### src/rtl/reg_file_if.sv
// Dispatch/commit bundle between the reorder buffer, dispatch stage and register file.
// No handshakes: every pulse (commit, dispatch, roll) is consumed in the cycle it is high.
interface reg_file_if #(
  parameter int ROB_W = 4,
  parameter int XLEN  = 32
);
  logic             rdy;
  logic             ROB_roll;
  logic             RF_write_flag;
  logic [4:0]       RF_rd;
  logic [ROB_W-1:0] RF_ROB_idx;
  logic [XLEN-1:0]  RF_val;
  logic             Dis_flag;
  logic [4:0]       Dis_rd;
  logic [ROB_W-1:0] Dis_ROB_idx;
  logic [4:0]       Dis_rs1;
  logic [4:0]       Dis_rs2;
  logic             Dis_busy1;
  logic             Dis_busy2;
  logic [ROB_W-1:0] Dis_tag1;
  logic [ROB_W-1:0] Dis_tag2;
  logic [XLEN-1:0]  Dis_val1;
  logic [XLEN-1:0]  Dis_val2;

  modport master (
    output rdy, ROB_roll, RF_write_flag, RF_rd, RF_ROB_idx, RF_val,
           Dis_flag, Dis_rd, Dis_ROB_idx, Dis_rs1, Dis_rs2,
    input  Dis_busy1, Dis_busy2, Dis_tag1, Dis_tag2, Dis_val1, Dis_val2
  );

  modport slave (
    input  rdy, ROB_roll, RF_write_flag, RF_rd, RF_ROB_idx, RF_val,
           Dis_flag, Dis_rd, Dis_ROB_idx, Dis_rs1, Dis_rs2,
    output Dis_busy1, Dis_busy2, Dis_tag1, Dis_tag2, Dis_val1, Dis_val2
  );
endinterface

### src/rtl/reg_file.sv
// Architectural register file plus rename table: per-register value, busy bit and producer tag,
// with two combinational operand queries that bypass a same-cycle matching commit.
module reg_file #(
  parameter int REG_NUM = 32,
  parameter int ROB_W   = 4,
  parameter int XLEN    = 32
) (
  input logic       clk,
  input logic       rst,
  reg_file_if.slave bus
);

  logic [XLEN-1:0]    regs_q [REG_NUM];
  logic [XLEN-1:0]    regs_d [REG_NUM];
  logic [REG_NUM-1:0] busy_q;
  logic [REG_NUM-1:0] busy_d;
  logic [ROB_W-1:0]   tag_q  [REG_NUM];
  logic [ROB_W-1:0]   tag_d  [REG_NUM];

  logic commit_en;
  logic rename_en;

  assign commit_en = bus.RF_write_flag && (bus.RF_rd != 5'd0);
  assign rename_en = bus.Dis_flag && (bus.Dis_rd != 5'd0);

  // Roll beats rename, rename beats the commit's busy clear; the commit value always lands.
  always_comb begin
    regs_d = regs_q;
    busy_d = busy_q;
    tag_d  = tag_q;
    if (bus.rdy) begin
      if (commit_en) begin
        regs_d[bus.RF_rd] = bus.RF_val;
        if (busy_q[bus.RF_rd] && (tag_q[bus.RF_rd] == bus.RF_ROB_idx)) begin
          busy_d[bus.RF_rd] = 1'b0;
        end
      end
      if (bus.ROB_roll) begin
        busy_d = '0;
      end else if (rename_en) begin
        busy_d[bus.Dis_rd] = 1'b1;
        tag_d[bus.Dis_rd]  = bus.Dis_ROB_idx;
      end
    end
  end

  always_ff @(posedge clk) begin
    if (rst) begin
      regs_q <= '{default: '0};
      busy_q <= '0;
      tag_q  <= '{default: '0};
    end else begin
      regs_q <= regs_d;
      busy_q <= busy_d;
      tag_q  <= tag_d;
    end
  end

  logic [4:0] q_rs [2];
  assign q_rs[0] = bus.Dis_rs1;
  assign q_rs[1] = bus.Dis_rs2;

  // Queries see pre-edge state, so an instruction renaming its own source reads the older producer.
  for (genvar p = 0; p < 2; p++) begin : g_q
    logic             busy_c;
    logic [ROB_W-1:0] tag_c;
    logic [XLEN-1:0]  val_c;
    always_comb begin
      busy_c = 1'b0;
      tag_c  = '0;
      val_c  = '0;
      if (q_rs[p] == 5'd0) begin
        busy_c = 1'b0;
      end else if (busy_q[q_rs[p]]) begin
        if (bus.RF_write_flag && (bus.RF_rd == q_rs[p]) &&
            (tag_q[q_rs[p]] == bus.RF_ROB_idx)) begin
          val_c = bus.RF_val;
        end else begin
          busy_c = 1'b1;
          tag_c  = tag_q[q_rs[p]];
        end
      end else begin
        val_c = regs_q[q_rs[p]];
      end
    end
  end

  assign bus.Dis_busy1 = g_q[0].busy_c;
  assign bus.Dis_tag1  = g_q[0].tag_c;
  assign bus.Dis_val1  = g_q[0].val_c;
  assign bus.Dis_busy2 = g_q[1].busy_c;
  assign bus.Dis_tag2  = g_q[1].tag_c;
  assign bus.Dis_val2  = g_q[1].val_c;

endmodule

### src/flat_wrapper.sv
// flat-port wrapper written by rule: the top's interface ports become plain ports
module reg_file_flat 
#(
  parameter int REG_NUM = 32,
  parameter int ROB_W   = 4,
  parameter int XLEN    = 32
)
  (clk, rst, bus_rdy, bus_ROB_roll, bus_RF_write_flag, bus_RF_rd, bus_RF_ROB_idx, bus_RF_val, bus_Dis_flag, bus_Dis_rd, bus_Dis_ROB_idx, bus_Dis_rs1, bus_Dis_rs2, bus_Dis_busy1, bus_Dis_busy2, bus_Dis_tag1, bus_Dis_tag2, bus_Dis_val1, bus_Dis_val2);
  reg_file_if #(.ROB_W(ROB_W), .XLEN(XLEN)) bus_i ();
  input logic clk;
  input logic rst;
  input wire logic [$bits(bus_i.rdy)-1:0] bus_rdy;
  input wire logic [$bits(bus_i.ROB_roll)-1:0] bus_ROB_roll;
  input wire logic [$bits(bus_i.RF_write_flag)-1:0] bus_RF_write_flag;
  input wire logic [$bits(bus_i.RF_rd)-1:0] bus_RF_rd;
  input wire logic [$bits(bus_i.RF_ROB_idx)-1:0] bus_RF_ROB_idx;
  input wire logic [$bits(bus_i.RF_val)-1:0] bus_RF_val;
  input wire logic [$bits(bus_i.Dis_flag)-1:0] bus_Dis_flag;
  input wire logic [$bits(bus_i.Dis_rd)-1:0] bus_Dis_rd;
  input wire logic [$bits(bus_i.Dis_ROB_idx)-1:0] bus_Dis_ROB_idx;
  input wire logic [$bits(bus_i.Dis_rs1)-1:0] bus_Dis_rs1;
  input wire logic [$bits(bus_i.Dis_rs2)-1:0] bus_Dis_rs2;
  output wire logic [$bits(bus_i.Dis_busy1)-1:0] bus_Dis_busy1;
  output wire logic [$bits(bus_i.Dis_busy2)-1:0] bus_Dis_busy2;
  output wire logic [$bits(bus_i.Dis_tag1)-1:0] bus_Dis_tag1;
  output wire logic [$bits(bus_i.Dis_tag2)-1:0] bus_Dis_tag2;
  output wire logic [$bits(bus_i.Dis_val1)-1:0] bus_Dis_val1;
  output wire logic [$bits(bus_i.Dis_val2)-1:0] bus_Dis_val2;
  assign bus_i.rdy = bus_rdy;
  assign bus_i.ROB_roll = bus_ROB_roll;
  assign bus_i.RF_write_flag = bus_RF_write_flag;
  assign bus_i.RF_rd = bus_RF_rd;
  assign bus_i.RF_ROB_idx = bus_RF_ROB_idx;
  assign bus_i.RF_val = bus_RF_val;
  assign bus_i.Dis_flag = bus_Dis_flag;
  assign bus_i.Dis_rd = bus_Dis_rd;
  assign bus_i.Dis_ROB_idx = bus_Dis_ROB_idx;
  assign bus_i.Dis_rs1 = bus_Dis_rs1;
  assign bus_i.Dis_rs2 = bus_Dis_rs2;
  assign bus_Dis_busy1 = bus_i.Dis_busy1;
  assign bus_Dis_busy2 = bus_i.Dis_busy2;
  assign bus_Dis_tag1 = bus_i.Dis_tag1;
  assign bus_Dis_tag2 = bus_i.Dis_tag2;
  assign bus_Dis_val1 = bus_i.Dis_val1;
  assign bus_Dis_val2 = bus_i.Dis_val2;
  reg_file #(.REG_NUM(REG_NUM), .ROB_W(ROB_W), .XLEN(XLEN)) u_core (.clk(clk), .rst(rst), .bus(bus_i));
endmodule
### config.mk
export PLATFORM = sky130hd
export DESIGN_NAME = reg_file_flat
export DESIGN_NICKNAME = d
export VERILOG_FILES = /design/src/rtl/reg_file_if.sv /design/src/rtl/reg_file.sv /design/src/flat_wrapper.sv
export SDC_FILE = /design/constraint.sdc
export NUM_CORES = 2
export LEC_CHECK = 0
export BUFFER_PORTS_ARGS = -buffer_cell sky130_fd_sc_hd__buf_2
export CORE_MARGIN = 8
export CORE_UTILIZATION = 40
export DETAILED_ROUTE_END_ITERATION = 16
export PLACE_DENSITY = 0.52
export SLEW_MARGIN = 20
export SYNTH_ARGS = -nofsm -noshare
export SYNTH_HDL_FRONTEND = slang
export SYNTH_SLANG_ARGS = --single-unit
export TNS_END_PERCENT = 30
### constraint.sdc
create_clock -name clk -period 4.45 [get_ports clk]
set_clock_uncertainty 0.05 [all_clocks]
set_input_delay 0.2225 -clock clk [delete_from_list [all_inputs] [get_ports clk]]
set_output_delay 0.2225 -clock clk [all_outputs]
set_load 0.02 [all_outputs]
Yosys cells after proc, flatten, opt, wreduce, memory -nomap -nowiden
Index checks and enable logic that the tools add are counted.

word-level totals
  bits in registers = 1,184
  output and inout bits = 74
  word-level logic and storage cells = 161

operators by class
  mux-type cells = 54
  reduce and logical (&&, ||, !) cells = 17
  bitwise gates (word level) = 8
  eq/ne operators = 5
  magnitude comparators = 12

operators with widths
  cell                  count
  $bwmux W1024          1
  $mux W32              16
  $bmux W32 S5          2
  $demux W32 S5         1
  $bwmux W128           1
  $bmux W4 S5           3
  $mux W4               13
  $and A32 B32 Y32      1
  $not A32 Y32          1
  $or A32 B32 Y32       1
  $ge A6 B6 Y1 const B  4
  $lt A5 B6 Y1 const B  4
  $not A5 Y6            4
  $demux W4 S5          1
  $bmux W1 S5           3
  $eq A4 B4 Y1          3
  $lt A6 B1 Y1 const B  2
  $logic_and A1 B1 Y1   11
  $mux W1               11
  $demux W1 S5          2
  $eq A5 B5 Y1          2
  $ge A5 B1 Y1 const B  2
  $logic_not A5 Y1      2
  $reduce_bool A5 Y1    2
  other kinds (3)       3

Depth between registers and ports, before layout
  depth after elaboration = 12
  gate-level depth with buffers = 14
  mapped depth without buffers = 7

Worst setup path before layout
Ideal clock, no wire load.

  kind = in2out
  from = input bus_Dis_rs1[0]
  to = output bus_Dis_val1[30]
  path slack = 1.261 ns
  data required time = 4.178 ns
  buffers on the path = 6
  stages = 10
  arrival = 2.917 ns
  cell sequence = buf_2 > buf_4 > buf_2 > buf_2 > buf_2 > buf_2 > mux4_2 > mux4_2 > mux2i_1 > o2bb2ai_1

between the ends
  cells in the longest elaborated chain, start to end = 9

RTL lines
  element                                      RTL line                        RTL
  start, declared                              flat_wrapper.sv:21              input wire logic [$bits(bus_i.Dis_rs1)-1:0] bus_Dis_rs1;
  $not A5 Y6 (implied by the code)             reg_file.sv:76, reg_file.sv:83
  $bmux W4 S5                                  reg_file.sv:76                  (tag_q[q_rs[p]] == bus.RF_ROB_idx)) begin
  $mux W4 (implied by the code) (2 in series)  reg_file.sv:76
  $eq A4 B4 Y1                                 reg_file.sv:76
  $logic_and A1 B1 Y1                          reg_file.sv:75                  if (bus.RF_write_flag && (bus.RF_rd == q_rs[p]) &&
  $mux W32                                     reg_file.sv:75
  $mux W32                                     reg_file.sv:74                  end else if (busy_q[q_rs[p]]) begin
  $mux W32 *                                   reg_file.sv:72                  if (q_rs[p] == 5'd0) begin
  end, declared                                flat_wrapper.sv:27              output wire logic [$bits(bus_i.Dis_val1)-1:0] bus_Dis_val1;

Every way passes the cells marked *; elsewhere a longest branch is shown, timed or not. The select of a mux whose other input is x is not followed.

Final worst setup path
  from = register u_core.tag_q[45] (netlist bit)
  to = output bus_Dis_val1[10]

between the ends
  cells in the longest elaborated chain, start to end = 8

RTL lines
  element                                      RTL line        RTL
  start, declared                              reg_file.sv:17  logic [ROB_W-1:0] tag_q [REG_NUM];
  start signal, assigned                       reg_file.sv:55  tag_q <= tag_d;
  $bmux W4 S5                                  reg_file.sv:76
  $mux W4 (implied by the code) (2 in series)  reg_file.sv:76
  $eq A4 B4 Y1                                 reg_file.sv:76
  $logic_and A1 B1 Y1                          reg_file.sv:75
  $mux W32                                     reg_file.sv:75
  $mux W32                                     reg_file.sv:74
  $mux W32                                     reg_file.sv:72

No other way between the ends. The select of a mux whose other input is x is not followed.

==> metrics.txt <==
count of final hold-check violations=0; Reg2Reg Launch Point=u_core.tag_q[14]; worst flop-to-flop path endpoint=u_core.busy_q[5]; RSZ-0062 raised after global routing=false; most common cell after layout, fill and taps aside=nand2_1; CTS tree=built; H-tree levels=4; fmax=229 MHz; Ports=140; Mapped Nets=6919; initial antenna violation count=8; end point of the worst hold path=u_core.tag_q[118]; Tmin final=4.36 ns; Reg2Reg Depth=8; via count=55260; synthesis-to-finish area growth=12.0%; critical path class=reg -> out; clk_lat worst skew=0.79 ns; Lkg Pwr=22.7 nW; CTS root buffer=clkbuf_16; Setup WS post-layout=0.0857 ns; 1st-pass router iterations=6; register bit total from synthesis=1184; Final Cycle Share=98.1%; gr usage total=30.1%; Setup violations, final=0; worst path required time=4.18 ns; ratio of cells with drive above 1 in the final layout=20.4%; cts bufs inserted=139; fin nets=6682; global placement routability congestion=0.935; Max stage delay cell, worst path=mux4_1; largest net degree at the start of global routing=150; Vias per Instance=6.29; slew margin rel.=28.8%; crit path DAT=4.09 ns; DR WL/cell=30.0 um; Synth Area per Inst=9.18 um2; fin. max-slew vios=0; Initial Util=40.3%; outcome=complete, no violations; DIE HEIGHT=413 um; hold path start=bus_Dis_flag; most frequent cells in the layout=nand2_1 (2204), a21oi_1 (1213), dfxtp_1 (1184); post-detailed-routing wire length=264000 um; DP HPWL=152000 um; Critical Path Start=u_core.tag_q[45]; hold slack=0.0840 ns; hold crit path type=in -> reg; Reg clk slew, reported paths=0.06 ns; CP Cell Sequence=mux4_1 > mux4_2 > xor2_1 > nor4_4 > o221ai_2 > a211oi_4 > buf_4 > o2bb2ai_1 > buf_2; Slew @ Worst Pin=1.07 ns; clock sink count=1184; DIE AREA=170000 um2; pre-CTS setup slack=0.671 ns; port bufs=139; core box area=156000 um2; VDD IR max=0.000322 V; ys flop type=dfxtp_1; CP Max Fanout=13; CP startpoint kind=flop; Syn. warnings=0; Cell Rows=145; R2R setup slack=1.48 ns; Seq/Total Area, Yosys=37.7%; die width=413 um; maxcap violations=0; Post-synth EDFFs=0; Async SR Flop Fraction=0%; Mapped Area=62900 um2; first-pass GRT wire length=379000 um; Syn Inst Count=6853; setup_tns=0 ns; Power Density=341 nW/um2; antenna-violating nets left=0; Worst Setup End Kind=output pin; hold path cells=6; DR DRC count=0; DRT iter0 DRCs=7034; Largest stage delay, worst path=0.55 ns; Yosys cell types=72; maximum root-to-sink buffer count=3; vias in the first global route=52555; GRT overflow=0
critical path, delay by kind of cell (launching register included):
| family | cells | cell delay [ns] |
|---|---|---|
| simple gates | 1 | 0.28 |
| mux | 2 | 1.03 |
| xor+xnor | 1 | 0.18 |
| compound gates | 3 | 0.77 |
| flops | 1 | 0.38 |
| buf+inv | 2 | 0.63 |
cell families (layout without fill, tap and decap cells):
kind of cell              Yosys count  in the layout  synth area share [%]
AOI/OAI and AO/OA                1411           1411                  12.0
xor gates and xnor gates           21             21                 0.292
buffers and inverters             744            615                  4.88
DFF                              1184           1184                  37.7
muxes                             892            892                  28.7
other                               0              4                     0
and+or+nand+nor                  2601           2601                  16.5
cell type report:
class / count / area (um2)
clock inverter: 48 / 492
antenna: 4 / 10.0
clock buffer: 201 / 4020
tap: 2058 / 2570
multi-input combinational: 4925 / 36500
fill: 14783 / 85700
sequential: 1184 / 23700
timing repair buffer: 354 / 3140
inverter: 12 / 57.6
per-stage QoR:
step	total power, W	utilization (%)	instance area [um2]	instances
5_1_grt	0.0246	45.1	70500	8782
3_5_place_dp	0.0127	41.9	65400	8484
6_report	0.0240	45.1	70500	8786
2_1_floorplan	0.0121	-	62900	6853
4_1_cts	0.0241	45.1	70500	8782
3_3_place_gp	0.0127	41.9	65400	8484
flip-flops by register name (all words and copies together), names as in the netlist:
signal,count
u_core.busy_q,32
u_core.tag_q,128
u_core.regs_q,1024
routing by layer:
layer | share of wire (%) | up-vias | global-route usage (%)
met5 | 0.0053 | - | 0
met4 | 4.4 | 2 | 12.5
met3 | 10 | 634 | 6.11
met2 | 45 | 3118 | 46.8
met1 | 40 | 27737 | 41.1
li1 | - | 23769 | -
what timing repair did:
| action | CTS | global route |
|---|---|---|
| hold endpoints to repair | 1048 | 0 |
| gates resized for setup | 0 | 0 |
| hold buffers | 49 | 0 |
| setup buffers | 0 | 0 |
worst max path at each step:
stage,cells after the start,end
floorplan,10,bus_Dis_val1[30]
global placement,7,u_core.regs_q[415]
detailed placement,10,bus_Dis_val1[10]
CTS,9,bus_Dis_val1[10]
global route,9,bus_Dis_val1[1]
finish,9,bus_Dis_val1[10]
Yosys cell counts (9+ instances only):
cell type  instances  share of area (%)
nor3b_1           11               0.13
a31o_2            31               0.43
dfxtp_1         1184                 38
xor2_1            15               0.21
and2_1            16               0.16
nor4_1            11               0.11
nor2b_1           52               0.52
clkbuf_1         549                3.3
inv_1              9              0.054
buf_1             21               0.13
o21ai_0           48               0.38
buf_2            115               0.91
nor3_1            23               0.18
nand3_1           71               0.56
a22oi_1           13               0.16
nand2_1         2234                 13
mux4_2           722                 26
buf_4              9               0.11
clkbuf_2          30               0.24
nand2b_1          10              0.099
mux2_2            12               0.21
a21oi_1         1213                9.7
nand4_1           10              0.099
nor2_1           115               0.69
o2bb2ai_1         33               0.46
o22ai_1           28               0.28
mux2i_1          155                2.5
and3_1            10              0.099
power by group:
group	switching, W	total (W)	internal, W
clock network	0.00490	0.0115	0.00661
registers	0.0000319	0.0107	0.0106
logic	0.00129	0.00184	0.000547
No activity file was read; power rests on OpenSTA's default activity.
